==> src/rtl/img_proc_pkg.sv <==
// Shared definitions for the image-processing pipeline front end.
//   PIX_W                 : grayscale pixel width
//   DEF_IMG_WIDTH/HEIGHT  : default frame geometry
//   feeder_state_e        : pixel_line_feeder FSM encoding
package img_proc_pkg;

    localparam int unsigned PIX_W          = 8;
    localparam int unsigned DEF_IMG_WIDTH  = 512;
    localparam int unsigned DEF_IMG_HEIGHT = 512;

    typedef enum logic [2:0] {
        ST_IDLE     = 3'd0,
        ST_PREFILL  = 3'd1,
        ST_WAIT_REQ = 3'd2,
        ST_SEND     = 3'd3,
        ST_PAD      = 3'd4,
        ST_FIN      = 3'd5
    } feeder_state_e;

endpackage

==> src/rtl/pixel_line_feeder_if.sv <==
// Bundle of the feeder's control, memory and pixel-stream signals.
//   master : the feeder (drives mem_rd_en/mem_addr, pixel_valid/pixel_input, busy, done)
//   slave  : the environment (drives start, mem_rd_data, pixel_request)
// Build option LINE_FEEDER_DROP_CNT_EN adds req_drop_cnt[7:0].
interface pixel_line_feeder_if #(
    parameter int unsigned ADDR_W = 18
);
    import img_proc_pkg::*;

    logic              start;
    logic              mem_rd_en;
    logic [ADDR_W-1:0] mem_addr;
    logic [PIX_W-1:0]  mem_rd_data;
    logic              pixel_request;
    logic              pixel_valid;
    logic [PIX_W-1:0]  pixel_input;
    logic              busy;
    logic              done;
`ifdef LINE_FEEDER_DROP_CNT_EN
    logic [7:0]        req_drop_cnt;
`endif

    modport master (
        input  start, mem_rd_data, pixel_request,
`ifdef LINE_FEEDER_DROP_CNT_EN
        output req_drop_cnt,
`endif
        output mem_rd_en, mem_addr, pixel_valid, pixel_input, busy, done
    );

    modport slave (
        output start, mem_rd_data, pixel_request,
`ifdef LINE_FEEDER_DROP_CNT_EN
        input  req_drop_cnt,
`endif
        input  mem_rd_en, mem_addr, pixel_valid, pixel_input, busy, done
    );

endinterface

==> src/rtl/pixel_req_tracker.sv <==
// Consumer line-request tracker: registers pixel_request, detects rising
// edges and keeps a 2-bit saturating count of lines owed to the consumer.
//   clk, rst    : clock, async active-low reset
//   req_i       : raw pixel_request
//   accept_i    : edges are counted only while high
//   consume_i   : one owed line has just been delivered
//   clear_i     : zero the pending count
//   pending_o   : lines owed (0..3)
// With LINE_FEEDER_DROP_CNT_EN: start_i clears, drop_cnt_o counts edges
// lost at saturation (saturates at 255).
module pixel_req_tracker (
    input  logic       clk,
    input  logic       rst,
    input  logic       req_i,
    input  logic       accept_i,
    input  logic       consume_i,
    input  logic       clear_i,
`ifdef LINE_FEEDER_DROP_CNT_EN
    input  logic       start_i,
    output logic [7:0] drop_cnt_o,
`endif
    output logic [1:0] pending_o
);

    logic       req_q;
    logic       req_prev_q;
    logic [1:0] pending_q;
    logic [1:0] pending_d;
    logic       count_c;
    logic       drop_c;

    // Rising edge of the registered request, gated by the accept window
    assign count_c = req_q && !req_prev_q && accept_i;
    // An edge that coincides with a consume cancels out and is never a drop
    assign drop_c  = count_c && !consume_i && (pending_q == 2'd3);

    always_comb begin
        pending_d = pending_q;
        if (clear_i) begin
            pending_d = 2'd0;
        end else if (count_c && !consume_i) begin
            if (pending_q != 2'd3) pending_d = pending_q + 2'd1;
        end else if (!count_c && consume_i && (pending_q != 2'd0)) begin
            pending_d = pending_q - 2'd1;
        end
    end

    always_ff @(posedge clk or negedge rst) begin
        if (!rst) begin
            req_q      <= 1'b0;
            req_prev_q <= 1'b0;
            pending_q  <= 2'd0;
        end else begin
            req_q      <= req_i;
            req_prev_q <= req_q;
            pending_q  <= pending_d;
        end
    end

    assign pending_o = pending_q;

`ifdef LINE_FEEDER_DROP_CNT_EN
    logic [7:0] drop_q;

    always_ff @(posedge clk or negedge rst) begin
        if (!rst) begin
            drop_q <= 8'd0;
        end else if (start_i) begin
            drop_q <= 8'd0;
        end else if (drop_c && (drop_q != 8'hFF)) begin
            drop_q <= drop_q + 8'd1;
        end
    end

    assign drop_cnt_o = drop_q;
`else
    logic unused_drop;
    assign unused_drop = drop_c;
`endif

endmodule

==> src/rtl/pixel_line_feeder.sv <==
// Streams an 8-bit frame from a 1-cycle-latency read memory to the
// consumer line by line: PREFILL_LINES lines after start, then one line per
// request edge, then PAD_LINES all-zero lines, then a done pulse.
//   clk, rst : clock, async active-low reset
//   bus      : pixel_line_feeder_if.master (start, memory port, pixel
//              stream, pixel_request, busy, done)
// Build option LINE_FEEDER_DROP_CNT_EN exposes bus.req_drop_cnt.
module pixel_line_feeder
    import img_proc_pkg::*;
#(
    parameter int unsigned IMG_WIDTH     = DEF_IMG_WIDTH,
    parameter int unsigned IMG_HEIGHT    = DEF_IMG_HEIGHT,
    parameter int unsigned PREFILL_LINES = 4,
    parameter int unsigned PAD_LINES     = 2,
    parameter int unsigned ADDR_W        = 18
) (
    input  logic                clk,
    input  logic                rst,
    pixel_line_feeder_if.master bus
);

    localparam int unsigned PREFILL_BEATS = PREFILL_LINES * IMG_WIDTH;
    localparam int unsigned LAST_ADDR     = IMG_WIDTH * IMG_HEIGHT - 1;
    localparam int unsigned BEAT_W        = $clog2(PREFILL_BEATS) + 1;
    localparam int unsigned LINE_W        = $clog2(IMG_HEIGHT) + 1;
    localparam int unsigned PAD_W         = $clog2(PAD_LINES) + 1;

    feeder_state_e     state_q, state_d;
    logic [BEAT_W-1:0] beat_q, beat_d;
    logic [LINE_W-1:0] lines_q, lines_d;
    logic [PAD_W-1:0]  pads_q, pads_d;
    logic [ADDR_W-1:0] addr_q, addr_d;
    logic              rd_en_q, rd_en_d;
    logic              pad_q, pad_d;
    logic              data_sel_q;
    logic              valid_q;
    logic              busy_q;
    logic              done_q;
    logic              consume_c;
    logic              accept_c;
    logic              clear_c;
    logic [1:0]        pending;

    assign accept_c = (state_q != ST_IDLE) && (state_q != ST_FIN);
    assign clear_c  = (state_q == ST_IDLE);

    pixel_req_tracker u_req_tracker (
        .clk       (clk),
        .rst       (rst),
        .req_i     (bus.pixel_request),
        .accept_i  (accept_c),
        .consume_i (consume_c),
        .clear_i   (clear_c),
`ifdef LINE_FEEDER_DROP_CNT_EN
        .start_i   ((state_q == ST_IDLE) && bus.start),
        .drop_cnt_o(bus.req_drop_cnt),
`endif
        .pending_o (pending)
    );

    // Next state, counters and read/pad strobes
    always_comb begin
        state_d   = state_q;
        beat_d    = beat_q;
        lines_d   = lines_q;
        pads_d    = pads_q;
        addr_d    = addr_q;
        rd_en_d   = 1'b0;
        pad_d     = 1'b0;
        consume_c = 1'b0;

        // Advance after each issued read, holding at the last pixel
        if (rd_en_q && (addr_q != ADDR_W'(LAST_ADDR))) addr_d = addr_q + ADDR_W'(1);

        case (state_q)
            ST_IDLE: begin
                if (bus.start) begin
                    state_d = ST_PREFILL;
                    addr_d  = '0;
                    lines_d = '0;
                    pads_d  = '0;
                    beat_d  = '0;
                end
            end
            ST_PREFILL: begin
                rd_en_d = 1'b1;
                if (beat_q == BEAT_W'(PREFILL_BEATS - 1)) begin
                    beat_d  = '0;
                    lines_d = LINE_W'(PREFILL_LINES);
                    state_d = ST_WAIT_REQ;
                end else begin
                    beat_d = beat_q + BEAT_W'(1);
                end
            end
            ST_WAIT_REQ: begin
                if ((lines_q == LINE_W'(IMG_HEIGHT)) && (pads_q == PAD_W'(PAD_LINES))) begin
                    state_d = ST_FIN;
                end else if (pending != 2'd0) begin
                    state_d = (lines_q != LINE_W'(IMG_HEIGHT)) ? ST_SEND : ST_PAD;
                end
            end
            ST_SEND: begin
                rd_en_d = 1'b1;
                if (beat_q == BEAT_W'(IMG_WIDTH - 1)) begin
                    beat_d    = '0;
                    consume_c = 1'b1;
                    lines_d   = lines_q + LINE_W'(1);
                    state_d   = ST_WAIT_REQ;
                end else begin
                    beat_d = beat_q + BEAT_W'(1);
                end
            end
            ST_PAD: begin
                pad_d = 1'b1;
                if (beat_q == BEAT_W'(IMG_WIDTH - 1)) begin
                    beat_d    = '0;
                    consume_c = 1'b1;
                    pads_d    = pads_q + PAD_W'(1);
                    state_d   = ST_WAIT_REQ;
                end else begin
                    beat_d = beat_q + BEAT_W'(1);
                end
            end
            ST_FIN: begin
                state_d = ST_IDLE;
            end
            default: begin
                state_d = ST_IDLE;
            end
        endcase
    end

    // State, counters and registered outputs
    always_ff @(posedge clk or negedge rst) begin
        if (!rst) begin
            state_q    <= ST_IDLE;
            beat_q     <= '0;
            lines_q    <= '0;
            pads_q     <= '0;
            addr_q     <= '0;
            rd_en_q    <= 1'b0;
            pad_q      <= 1'b0;
            data_sel_q <= 1'b0;
            valid_q    <= 1'b0;
            busy_q     <= 1'b0;
            done_q     <= 1'b0;
        end else begin
            state_q    <= state_d;
            beat_q     <= beat_d;
            lines_q    <= lines_d;
            pads_q     <= pads_d;
            addr_q     <= addr_d;
            rd_en_q    <= rd_en_d;
            pad_q      <= pad_d;
            data_sel_q <= rd_en_q;
            valid_q    <= rd_en_q || pad_q;
            busy_q     <= (state_d != ST_IDLE);
            done_q     <= (state_q == ST_FIN);
        end
    end

    assign bus.mem_rd_en   = rd_en_q;
    assign bus.mem_addr    = addr_q;
    assign bus.pixel_valid = valid_q;
    assign bus.busy        = busy_q;
    assign bus.done        = done_q;
    // Read data lands in the beat cycle itself, so it is gated straight through;
    // pad beats and idle cycles present zero
    assign bus.pixel_input = data_sel_q ? bus.mem_rd_data : '0;

endmodule

==> src/flat_wrapper.sv <==
// flat-port wrapper written by rule: the top's interface ports become plain ports
module pixel_line_feeder_flat import img_proc_pkg::*;
#(
    parameter int unsigned IMG_WIDTH     = DEF_IMG_WIDTH,
    parameter int unsigned IMG_HEIGHT    = DEF_IMG_HEIGHT,
    parameter int unsigned PREFILL_LINES = 4,
    parameter int unsigned PAD_LINES     = 2,
    parameter int unsigned ADDR_W        = 18
)
  (clk, rst, bus_start, bus_mem_rd_data, bus_pixel_request, bus_mem_rd_en, bus_mem_addr, bus_pixel_valid, bus_pixel_input, bus_busy, bus_done);
  pixel_line_feeder_if #(.ADDR_W(ADDR_W)) bus_i ();
  input  logic clk;
  input  logic rst;
  input wire logic [$bits(bus_i.start)-1:0] bus_start;
  input wire logic [$bits(bus_i.mem_rd_data)-1:0] bus_mem_rd_data;
  input wire logic [$bits(bus_i.pixel_request)-1:0] bus_pixel_request;
  output wire logic [$bits(bus_i.mem_rd_en)-1:0] bus_mem_rd_en;
  output wire logic [$bits(bus_i.mem_addr)-1:0] bus_mem_addr;
  output wire logic [$bits(bus_i.pixel_valid)-1:0] bus_pixel_valid;
  output wire logic [$bits(bus_i.pixel_input)-1:0] bus_pixel_input;
  output wire logic [$bits(bus_i.busy)-1:0] bus_busy;
  output wire logic [$bits(bus_i.done)-1:0] bus_done;
  assign bus_i.start = bus_start;
  assign bus_i.mem_rd_data = bus_mem_rd_data;
  assign bus_i.pixel_request = bus_pixel_request;
  assign bus_mem_rd_en = bus_i.mem_rd_en;
  assign bus_mem_addr = bus_i.mem_addr;
  assign bus_pixel_valid = bus_i.pixel_valid;
  assign bus_pixel_input = bus_i.pixel_input;
  assign bus_busy = bus_i.busy;
  assign bus_done = bus_i.done;
  pixel_line_feeder #(.IMG_WIDTH(IMG_WIDTH), .IMG_HEIGHT(IMG_HEIGHT), .PREFILL_LINES(PREFILL_LINES), .PAD_LINES(PAD_LINES), .ADDR_W(ADDR_W)) u_core (.clk(clk), .rst(rst), .bus(bus_i));
endmodule
==> config.mk <==
export PLATFORM = sky130hd
export DESIGN_NAME = pixel_line_feeder_flat
export DESIGN_NICKNAME = d
export VERILOG_FILES = /design/src/rtl/img_proc_pkg.sv /design/src/rtl/pixel_line_feeder_if.sv /design/src/rtl/pixel_req_tracker.sv /design/src/rtl/pixel_line_feeder.sv /design/src/flat_wrapper.sv
export SDC_FILE = /design/constraint.sdc
export NUM_CORES = 1
export LEC_CHECK = 0
export ABC_CLOCK_PERIOD_IN_PS = 3400
export BUFFER_PORTS_ARGS = -buffer_cell sky130_fd_sc_hd__buf_2
export CAP_MARGIN = 20
export CORE_UTILIZATION = 50
export DETAILED_ROUTE_END_ITERATION = 10
export GPL_TIMING_DRIVEN = 0
export PLACE_DENSITY_LB_ADDON = 0.15
export SLEW_MARGIN = 20
export SYNTH_ARGS = -nofsm -noshare
export SYNTH_HDL_FRONTEND = slang
export SYNTH_SLANG_ARGS = --single-unit
==> constraint.sdc <==
create_clock -name clk -period 3.4 [get_ports clk]
set_input_delay 0.51 -clock clk [delete_from_list [all_inputs] [get_ports clk]]
set_output_delay 0.51 -clock clk [all_outputs]
set_load 0.03 [all_outputs]
==> results of run 1 <==
-- cell type report --
class,count,area [um2],area share (%)
plain buffers,9,40.0,1.18
clock buffers,7,76.3,2.24
clock inverters,1,5.00,0.147
inverters,11,41.3,1.21
multi-input cells,248,1570,46.0
flip-flops and latches,55,1380,40.5
well taps,72,90.1,2.65
repair buffers,41,208,6.11
-- routing by layer --
metal	share of wire (%)	routed length, um	global-route usage, %
met5	0	0	0
met4	3.1	193	10.7
met3	2.9	181	4.34
met2	49	3120	37.2
met1	45	2810	27.0
-- synthesized netlist by cell type, types with 2 or more instances --
library cell	count	area share, %
sky130_fd_sc_hd__nor3_1	9	1.5
sky130_fd_sc_hd__mux2i_1	4	1.3
sky130_fd_sc_hd__or3_1	3	0.62
sky130_fd_sc_hd__and4_1	2	0.58
sky130_fd_sc_hd__nand2_1	29	3.6
sky130_fd_sc_hd__nor2_1	38	4.7
sky130_fd_sc_hd__nand3_1	21	3.5
sky130_fd_sc_hd__o311ai_0	2	0.58
sky130_fd_sc_hd__o21a_1	2	0.50
sky130_fd_sc_hd__a22o_1	2	0.58
sky130_fd_sc_hd__o31ai_1	4	0.99
sky130_fd_sc_hd__a21oi_1	13	2.2
sky130_fd_sc_hd__ha_1	5	2.1
sky130_fd_sc_hd__nor4_1	3	0.62
sky130_fd_sc_hd__buf_2	5	0.83
sky130_fd_sc_hd__xor2_1	12	3.5
sky130_fd_sc_hd__or2_2	3	0.62
sky130_fd_sc_hd__o31a_1	2	0.58
sky130_fd_sc_hd__clkbuf_1	3	0.37
sky130_fd_sc_hd__dfrtp_1	55	46
sky130_fd_sc_hd__and2_1	10	2.1
sky130_fd_sc_hd__nand3b_1	3	0.74
sky130_fd_sc_hd__xnor2_1	9	2.6
sky130_fd_sc_hd__nor4b_1	2	0.58
sky130_fd_sc_hd__nand4_1	10	2.1
sky130_fd_sc_hd__nor2b_1	3	0.62
sky130_fd_sc_hd__o211ai_1	7	1.7
sky130_fd_sc_hd__or4_1	7	1.7
sky130_fd_sc_hd__o21ai_0	13	2.2
sky130_fd_sc_hd__o21ai_1	2	0.33
sky130_fd_sc_hd__a31oi_1	2	0.41
sky130_fd_sc_hd__inv_1	11	1.4
sky130_fd_sc_hd__and3_1	4	0.83
-- cell usage in the layout (no fill, tap or decap), types with 7 or more instances in the layout --
cell type,synthesis,routed
sky130_fd_sc_hd__a21oi_1,13,13
sky130_fd_sc_hd__inv_1,11,11
sky130_fd_sc_hd__nand4_1,10,10
sky130_fd_sc_hd__xnor2_1,9,9
sky130_fd_sc_hd__nand3_1,21,21
sky130_fd_sc_hd__or4_1,7,7
sky130_fd_sc_hd__o211ai_1,7,7
sky130_fd_sc_hd__buf_2,5,45
sky130_fd_sc_hd__o21ai_0,13,13
sky130_fd_sc_hd__nor2_1,38,38
sky130_fd_sc_hd__and2_1,10,10
sky130_fd_sc_hd__dfrtp_1,55,55
sky130_fd_sc_hd__nor3_1,9,9
sky130_fd_sc_hd__xor2_1,12,12
sky130_fd_sc_hd__nand2_1,29,29
-- logic make-up after synthesis --
kind of cell             after synthesis  share of synthesized area, %
AO/OA/AOI/OAI                         57                          12.4
XOR/XNOR                              21                          6.08
adder cells (fa/ha/maj)                5                          2.07
buffers and inverters                 20                          2.69
flip-flops                            55                          45.5
multiplexers                           5                          1.70
AND/OR/NAND/NOR                      160                          29.6
-- power groups by stage --
stage,sequential [mW],combinational [mW],clock [mW]
finish,0.902,0.478,0.348
CTS,0.903,0.484,0.360
global placement,0.911,0.470,0
detailed placement,0.916,0.482,0
global route,0.926,0.531,0.389
floorplan,1.01,0.244,0
-- through the flow --
step	setup WS (ps)	cells
global route	1090	444
detailed placement	1300	436
finish	1260	444
global placement	1310	436
CTS	1250	444
floorplan	1530	323
-- worst max path at each step --
stage,end,slack (ps),cells after the start
final,u_core.lines_q[3],1260,8
after global routing,u_core.lines_q[3],1090,8
after CTS,u_core.lines_q[3],1250,8
after detailed placement,u_core.lines_q[7],1300,7
after global placement,u_core.beat_q[0],1310,5
after floorplan,u_core.beat_q[0],1530,5
-- sequential cells by signal, summed over array words and instances, names as in the netlist, 2 cells and up --
register / cells
u_core.lines_q: 10
u_core.state_q: 3
u_core.bus.mem_addr: 18
u_core.u_req_tracker.pending_o: 2
u_core.beat_q: 12
u_core.pads_q: 2
-- worst reg2reg max path, cell delays in order (launching register included) --
cell and delay (ps):
sky130_fd_sc_hd__dfrtp_1 380, sky130_fd_sc_hd__buf_2 180, sky130_fd_sc_hd__nor3_4 310, sky130_fd_sc_hd__and2_1 160, sky130_fd_sc_hd__buf_2 220, sky130_fd_sc_hd__a21oi_2 110
sky130_fd_sc_hd__buf_2 200, sky130_fd_sc_hd__or3_1 350, sky130_fd_sc_hd__a21oi_1 150
==> run summary, run 1 <==
The cell occurring most often along the worst timing path is sky130_fd_sc_hd__buf_2. The clock buffer count from CTS is 5. The clock network is responsible for 20.2% of the overall power.

The cell-internal power came out at roughly 1.1 mW. The first-pass GRT wire length came out at ~11 mm. Walking the worst path, the cells encountered are buf_2 -> nor3_4 -> and2_1 -> buf_2 -> a21oi_2 -> buf_2 -> or3_1 -> a21oi_1. The fraction of the core area covered by cells at the end of the flow is 59.9%. The net count after synthesis came out at 340.

TritonCTS built the clock tree. In this run the worst hold path is classified as in -> async. The launching instance or port of the critical path is u_core.state_q[1].

The final-report setup violation count is 0. The arrival time at the worst endpoint is 2380 ps. The worst register-to-register path ends at u_core.lines_q[3]. The net switching power figure came out at 0.646 mW. The largest net degree at the start of global routing came out at 56.

The data required time at the worst endpoint is 3630 ps. The detail route stage leaves a number of antenna-violating nets equal to 0. Yosys printed 0 warnings. The detailed placer's ending HPWL came out at roughly 4.6 mm.

The path depth of the worst reg2reg path is 8. The clock-pin slew reported for the worst setup and hold paths after clock tree synthesis came out at 90 ps. The vertical extent of the die came out at between 70 and 80 um. The worst register-to-register path begins at u_core.state_q[1]. The biggest cell delay along the critical path is 380 ps. The sum of routed wire length over all layers is 6.30 mm. The layout filler cell count is 526. The number of buffers and inverters on the critical path came out at 3. In the routed layout, each cell is associated on average with a via count of 5.71. The smallest clock period supported by the final layout is computed as between 2000 and 2500 ps. The final-report hold violation count is 0.

In the final design database the tool counted approximately 390 nets. The library cell used as clock root buffer is sky130_fd_sc_hd__clkbuf_8. The number of cell rows is 27. Setup repair after global routing left no endpoint under its margin.

The via count of the first global-routing pass came out at 2380. The number of gates resized after CTS was 0. The CTS sink count is 55. The relative contribution of sequential cells to total power is between 50% and 60%. Max-cap violations in this run came to 0. The clock tree skew after final layout came out at just over 10 ps. The mean post-synth cell area came out at 9.36 um2. The total DRC errors in the routed layout came out at 0. The initial cell density of the core came out at 53.3%. The part of the power in combinational logic came out at 27.7%. STA classifies the critical path startpoint as a flop. The largest vdd supply drop came out at 0.371 mV. After floorplanning, the core was sized to cover 5680 um2. The final RePlAce weighted congestion is 0.871. The final instance area came out at 3400 um2.

The number of enable flip-flop cells after synthesis is 0. The number of ports placed on the die boundary is 42. The area growth from synthesis to final layout came out at 12.5%. The cell with the largest stage delay on the worst path is sky130_fd_sc_hd__dfrtp_1. CTS built an H-tree with a depth of 2.

The maximum clock insertion buffer count is 2. Synthesis instantiated 56 different standard cells from the library. The initial antenna violation count is 0.

The latest clock arrival within the worst-skew pair is 310 ps. Net switching is 37.4% of the power. On the critical path the largest part of the delay comes from simple AND/OR/NAND/NOR gates. The kind of end point of the critical path is a flop. The slack of the worst reg-to-reg path came out at 1260 ps. The leakage power figure came out at between 1 and 1.5 nW. The proportion of register bits with asynchronous set or reset after synthesis came out at 100%. The instance area after placement came out at 3320 um2. For this run the aggregate overflow at the end of global routing stands at 0.

The quantity of hold-fixing buffers added after cts is 0. Synthesis produced a netlist whose cell count is 323. For this run, the leading register cell type out of synthesis is sky130_fd_sc_hd__dfrtp_1. The upper clock frequency limit came out at 466 MHz. Dividing the detail-routed wire length by the instance count gives between 10 and 15 um. The flop and latch count out of synthesis came out at 55. The number of pins with negative max-slew slack in the final report came out at 0. By startpoint and endpoint, the worst setup path is classified as reg -> reg. The number of DRC violations after detailed-routing iteration 0 is 96.

In the finished design, the share of the clock period the worst path needs comes to a little over three fifths. 0 antenna diodes ended up in the layout. The smallest hold slack is 229 ps. The iteration count of the initial detailed-routing pass came out at 4. The overall die width came out at between 70 and 80 um.

The die area came out at 6360 um2. The sequential cell area fraction in the yosys report came out at between 40% and 50%. The total setup buffers inserted after CTS is 0. The actual transition at the worst max-transition pin is 678 ps. The synthesized cell area is 3020 um2.

The normalized max-slew margin came out at between 50% and 60%. The power density over cell area came out at just over 500 nW/um2. The run finished with clean final reports.

For this block, the via count after detailed routing is ~2.5k. The maximum fanout encountered on the critical timing path is 10. The count of input and output buffers came out at 41. The layout cell share with drive strength beyond 1 came out at 17.2%. The global routing usage summed across all routing layers is between 20 and 25%. The total design power is 1.73 mW.

For the final routed database, the setup TNS stands at 0 ps.
(Power assumes the default switching activity.)
==> inputs of run 2 (changes only) <==
Settings changed: ABC_CLOCK_PERIOD_IN_PS 3400 to 1900.
Clock period 3.4 ns to 1.9 ns, I/O delays scaled along.
==> run 2 against run 1 <==
  * The run now ends with negative setup slack left
  * First-iteration DRC count rose by 7.3%
  * Hold slack worse by 230 ps
  * Global-route usage is 0.37 points higher
  * Sequential share of layout area decreased by 3.2 points
  * Cell count rose by 2.7%
  * Register-to-register slack worse by 1300 ps
  * Utilization up 5.2 points
  * Largest cell class unchanged
  * Highest routed layer unchanged
==> run summary, run 2 (synthesized netlist as in run 1, its figures left out) <==
The count of input and output buffers is 41 (unchanged). The number of pins with negative max-slew slack in the final report came out at 0 (unchanged). The library cell used as clock root buffer is sky130_fd_sc_hd__clkbuf_8. Setup repair after global routing could not meet its margin everywhere. The power density over cell area was 855 nW/um2 (+68%).

The final-layout setup total negative slack was -50.5 ps (-50.5 ps). The largest vdd supply drop is 0.664 mV (+79%). The footprint of the multi-input gates came out at 1720 um2 (+10%). The latest clock arrival within the worst-skew pair is 310 ps (about the same). The global routing usage summed across all routing layers was 22.5% (+0.37 points). The final reports fail on negative setup slack. The iteration count of the initial detailed-routing pass is 4 (unchanged).

The routed via count is 2620 (+3.3%). The vertical extent of the die is 79.8 um (unchanged). Compared with the post-synthesis result, the final layout area differs by 22.4%. The final net count came out at 400 (+3.1%).

The data required time at the worst endpoint came out at 2100 ps (-1530 ps). The flip-flop count of the largest register after layout came to 18 (unchanged). The post-place setup slack came to -201 ps (-1500 ps). STA classifies the critical path startpoint as a flop. The clock buffer count from CTS is 5 (unchanged). The largest net degree at the start of global routing is 56 (unchanged). The quantity of hold-fixing buffers added after cts is 0 (unchanged). The die area is 6360 um2 (unchanged).

Tracing the worst setup path back leads to its startpoint at u_core.beat_q[9]. The normalized max-slew margin is 55.1% (+0.31 points). The first-pass GRT wire length is 11.1 mm (+1.8%).

The clock tree skew after final layout came out at 8.64 ps (-1.54 ps). The total DRC errors in the routed layout is 0 (unchanged). The number of DRC violations after detailed-routing iteration 0 came out at 103 (+7.3%). The worst register-to-register path begins at u_core.beat_q[9].

The final-report hold violation count is 0 (unchanged). The run finished, with violations left. The min-delay analysis places its worst path in the category in -> async. The minimum clock period after layout came to 1940 ps (-207 ps).

The footprint of the flip-flops and latches is 1380 um2 (+0.18%). The number of cell rows came out at 27 (unchanged). The path depth of the worst reg2reg path is 5 (-3). The kind of end point of the critical path is a flop. The setup path with the least slack is of type reg -> reg.

The layout filler cell count came to 479 (-8.9%). The CTS sink count came out at 55 (unchanged). The via count of the first global-routing pass was 2410 (+1.3%). In the layout the commonest cells are sky130_fd_sc_hd__dfrtp_1, sky130_fd_sc_hd__buf_2, sky130_fd_sc_hd__nor2_1, sky130_fd_sc_hd__nand2_1, sky130_fd_sc_hd__nand3_1. The slack of the worst reg-to-reg path came out at -40 ps (-1290 ps). The upper clock frequency limit came out at 516 MHz (+11%).

The endpoint identified for the worst register-to-register timing path is u_core.beat_q[0]. The initial antenna violation count is 0 (unchanged). The clock-pin slew reported for the worst setup and hold paths after clock tree synthesis is 90 ps (about the same).

The arrival time at the worst endpoint came to 2140 ps (-240 ps). The most critical setup path has its endpoint at u_core.beat_q[0]. The number of max-cap violations came to 0 (unchanged). The layout cell share with drive strength beyond 1 came to 27.3% (+10 points). The maximum fanout encountered on the critical timing path came out at 9 (-1). The number of ports placed on the die boundary came to 42 (unchanged).

The overall die width came to 79.8 um (unchanged). The final RePlAce weighted congestion came out at 0.871 (unchanged). The routed length per placed instance is 15.0 um (+5.7%).

The sum of routed wire length over all layers is 6.84 mm (+8.5%). The detailed placer's ending HPWL is 4.55 mm (unchanged). The actual transition at the worst max-transition pin is 673 ps (-4.62 ps). The smallest hold slack came out at 2.79 ps (-226 ps). The number of vias per cell after detailed routing is 5.75 (+0.55%). The most common cell after layout, fill and taps aside is sky130_fd_sc_hd__dfrtp_1.

The maximum clock insertion buffer count is 2 (unchanged). The total grt overflow is 0 (unchanged). The setup slack of the critical path after layout came out at -38.1 ps (-1290 ps). The count of antenna diodes in the layout is 0 (unchanged).

The final clock period utilization by the worst path came out at 102% (+39 points). The number of levels in the clock H-tree is 2 (unchanged). The leakage power figure came to 1.56 nW (+7.0%).

The total design power came out at 3.16 mW (+83%). The core area is 5680 um2 (unchanged). The final-report setup violation count is 2 (+2). The CTS tree is done.

The post-route antenna net violation count came to 0 (unchanged). The initial cell density of the core came out at 53.3% (unchanged).
-- run 2: cell types whose count changed in the layout (fill, tap and decap cells not counted), sizes merged --
cell / change
buf: +13
clkbuf: -1
-- run 2: how the worst min path moves through the flow --
stage	slack, ps	start	endpoint	cells after the start
floorplan	-10	rst	u_core.beat_q[0]	0
global placement	380	u_core.u_req_tracker.req_q	u_core.u_req_tracker.req_prev_q	0
detailed placement	380	rst	u_core.bus.mem_addr[4]	1
CTS	30	rst	u_core.bus.mem_addr[4]	1
global route	50	rst	u_core.bus.mem_addr[4]	1
finish	3	rst	u_core.bus.mem_addr[5]	1
-- run 2: power by group --
group | internal (mW) | switching, mW | leakage (nW)
registers | 1.36 | 0.262 | 0.676
logic | 0.346 | 0.567 | 0.839
clock network | 0.260 | 0.364 | 0.0422
-- run 2: area by class of cell --
class / count / area share [%]
Buffer: 7 / 1.42
Clock buffer: 7 / 2.06
Clock inverter: 1 / 0.135
Inverter: 11 / 1.12
Multi-Input combinational cell: 248 / 46.5
Sequential cell: 55 / 37.3
Tap cell: 72 / 2.44
Timing Repair Buffer: 55 / 9.00
-- run 2: through the flow --
stage / instances / util [%] / cell area (um2)
after floorplan: 323 / - / 3020
after global placement: 436 / 58.5 / 3320
after detailed placement: 436 / 58.5 / 3320
after CTS: 446 / 61.3 / 3480
after global routing: 456 / 65.2 / 3700
final: 456 / 65.2 / 3700
-- run 2: timing repair --
action                                  CTS  global route
pin swaps                                 3            21
endpoints found under the setup margin   21            28
resized for setup                        12            41
buffers inserted                          4            11
-- run 2: critical path, cell delays in order, from the launching register on --
cell and delay, ps:
sky130_fd_sc_hd__dfrtp_2 480, sky130_fd_sc_hd__or3b_4 440, sky130_fd_sc_hd__a2111oi_4 350, sky130_fd_sc_hd__buf_4 200, sky130_fd_sc_hd__o22ai_4 90, sky130_fd_sc_hd__mux2_2 270
-- run 2: layer usage --
metal | vias to the layer above | global-route usage, % | share of wire [%]
met4 | 0 | 11.1 | 1.5
met5 | - | 0 | 0
met1 | 1268 | 27.0 | 44
li1 | 1288 | - | -
met2 | 54 | 38.3 | 51
met3 | 10 | 4.34 | 3.3
==> inputs of run 3 (changes only) <==
Settings changed: CTS_CLUSTER_DIAMETER set to 80, MAX_ROUTING_LAYER set to met4.
==> run 3 against run 2 <==
  * The run ends with negative hold slack left
  * Critical path depth unchanged
  * Register-to-register slack improved by 70 ps
  * Sequential cell count unchanged
  * Sequential share of layout area increased by 0.89 points
  * Final area decreased by 2.3%
  * Critical path type unchanged
  * Critical endpoint unchanged
  * Largest cell class unchanged
==> run summary, run 3 (synthesized netlist as in run 1, its figures left out) <==
Leaving out fill and tap cells, the most frequent cells in the layout are sky130_fd_sc_hd__dfrtp_1, sky130_fd_sc_hd__buf_2, sky130_fd_sc_hd__nor2_1, sky130_fd_sc_hd__nand2_1, sky130_fd_sc_hd__nand3_1. Setup repair after global routing could not meet its margin everywhere. The leakage power figure is 1.53 nW (-1.6%). The normalized max-slew margin came out at 55.1% (about the same). The iteration count of the initial detailed-routing pass is 4 (unchanged). The initial antenna violation count is 0 (unchanged). The minimum clock period after layout came out at 1870 ps (-65.7 ps).

The final-report setup violation count is 0 (-2). The count of input and output buffers is 41 (unchanged). The number of DRC violations after detailed-routing iteration 0 came out at 122 (+18%). The post-route antenna net violation count was 0 (unchanged). The overall die width is 79.8 um (unchanged). The latest clock arrival within the worst-skew pair came out at 310 ps (about the same).

The core area is 5680 um2 (unchanged). The upper clock frequency limit came out at 534 MHz (+3.5%). The area growth from synthesis to final layout came out at 19.5%.

The layout cell share with drive strength beyond 1 is 25.2% (-2.1 points). The final clock period utilization by the worst path is 98.5% (-3.5 points). The layout filler cell count was 495 (+3.3%).

The most common cell after layout, fill and taps aside is sky130_fd_sc_hd__dfrtp_1. The arrival time at the worst endpoint is 2080 ps (-60 ps). The quantity of hold-fixing buffers added after cts came out at 0 (unchanged). The data required time at the worst endpoint came out at 2100 ps (about the same).

The maximum fanout encountered on the critical timing path came out at 10 (+1). The largest vdd supply drop came to 0.664 mV (about the same). The slack of the worst reg-to-reg path is 30 ps (+70 ps).

The maximum clock insertion buffer count came out at 2 (unchanged). The first-pass GRT wire length is 11.1 mm (+0.38%). TritonCTS built the clock tree. The run finished, with violations left.

In this run the critical register-to-register path is launched from u_core.state_q[1]. The number of ports placed on the die boundary came out at 42 (unchanged). The largest net degree at the start of global routing came out at 56 (unchanged). Clock tree synthesis selected as its root buffer the cell sky130_fd_sc_hd__clkbuf_8. The die area is 6360 um2 (unchanged). The path depth of the worst reg2reg path is 5 (unchanged). The clock tree skew after final layout came out at 5.07 ps (-3.57 ps). The clock buffer count from CTS came out at 5 (unchanged). The number of pins with negative max-slew slack in the final report came out at 0 (unchanged). The last element of the critical path is u_core.beat_q[0].

The flip-flop count of the largest register after layout came out at 18 (unchanged). The total grt overflow is 0 (unchanged). The worst setup path is launched from a flop. The final instance area is 3610 um2 (-2.3%). The footprint of the multi-input gates came out at 1680 um2 (-2.6%). The vertical extent of the die is 79.8 um (unchanged).

The critical path is of the reg -> reg type. The kind of end point of the critical path is a flop. The capture instance of the worst register-to-register path is u_core.beat_q[0]. The clock-pin slew reported for the worst setup and hold paths after clock tree synthesis came out at 90 ps (about the same). The global routing usage summed across all routing layers is 23.3% (+0.80 points). The power density over cell area came out at 874 nW/um2 (+2.2%). The worst hold path belongs to the class in -> async. The number of cell rows came out at 27 (unchanged).

The number of vias per cell after detailed routing was 5.74 (about the same). The total design power is 3.16 mW (-0.23%). The routed length per placed instance is 14.9 um (-0.68%). The number of max-cap violations came out at 0 (unchanged). The via count of the first global-routing pass is 2407 (-0.12%). The final-report hold violation count is 8 (+8). The final RePlAce weighted congestion is 0.886 (+1.6%). The routed via count was 2601 (-0.73%). The final net count is 397 (-0.75%). The total DRC errors in the routed layout is 0 (unchanged). The sum of routed wire length over all layers came out at 6.75 mm (-1.3%). The actual transition at the worst max-transition pin was 673 ps (-0.537 ps). The initial cell density of the core is 53.3% (unchanged). The CTS sink count came out at 55 (unchanged). The detailed placer's ending HPWL came to 4.55 mm (unchanged). The count of antenna diodes in the layout came out at 0 (unchanged). The footprint of the flip-flops and latches came to 1380 um2 (unchanged). The launching instance or port of the critical path is u_core.state_q[1]. The number of levels in the clock H-tree came out at 2 (unchanged).

The instance area after placement is 3320 um2 (unchanged). The checks that failed: negative hold slack. The smallest hold slack is -5.40 ps (-8.18 ps).
-- run 3: changes by cell type in the layout (fill, tap and decap cells not counted), sizes merged --
cell / previous run / this run
buf: 60 / 58
clkbuf: 9 / 8
-- run 3: worst min path at each step --
stage / startpoint / to / slack, ps / cells past startpoint
after floorplan: rst / u_core.beat_q[0] / -10 / 0
after global placement: u_core.u_req_tracker.req_q / u_core.u_req_tracker.req_prev_q / 380 / 0
after detailed placement: rst / u_core.bus.mem_addr[4] / 380 / 1
after CTS: rst / u_core.bus.mem_addr[4] / 30 / 1
after global routing: rst / u_core.bus.mem_addr[12] / 60 / 1
final: rst / u_core.bus.mem_addr[6] / -5 / 1
-- run 3: repair_timing --
item | CTS | global route
setup endpoints to repair | 21 | 27
pin swaps | 3 | 10
buffers inserted | 4 | 7
gates resized for setup | 12 | 20
-- run 3: through the flow --
| step | cells | worst slack [ps] | utilization (%) | TNS (ps) |
|---|---|---|---|---|
| 2_1_floorplan | 323 | 28.2 | - | 0 |
| 3_3_place_gp | 436 | -190 | 58.5 | -1560 |
| 3_5_place_dp | 436 | -201 | 58.5 | -1870 |
| 4_1_cts | 446 | 7.01 | 61.3 | 0 |
| 5_1_grt | 453 | -57.3 | 63.6 | -220 |
| 6_report | 453 | 27.6 | 63.6 | 0 |
-- run 3: cell type report --
type	count	area share, %
repair buffers	52	8.04
clock inverters	1	0.139
plain buffers	7	1.49
flip-flops and latches	55	38.2
well taps	72	2.49
clock buffers	7	2.11
multi-input cells	248	46.4
inverters	11	1.14
-- run 3: routing by layer --
layer  routed length [um]  GRT usage [%]  share of wire, %
met2                 3410           37.9                50
met3                  252           4.34               3.7
met1                 2970           27.8                44
met4                  121           11.1               1.8
met5                    0              -                 0
-- run 3: worst max-delay path: stages, from the launching register on --
cell                        delay [ps]
sky130_fd_sc_hd__dfrtp_1           360
sky130_fd_sc_hd__buf_6             150
sky130_fd_sc_hd__or3b_4            410
sky130_fd_sc_hd__a2111oi_4         400
sky130_fd_sc_hd__o22ai_2           160
sky130_fd_sc_hd__mux2_2            280
-- run 3: power by group --
group | leakage (nW) | internal (mW) | total (mW) | switching, mW
logic | 0.814 | 0.343 | 0.901 | 0.558
registers | 0.676 | 1.36 | 1.63 | 0.261
clock network | 0.0422 | 0.260 | 0.630 | 0.370
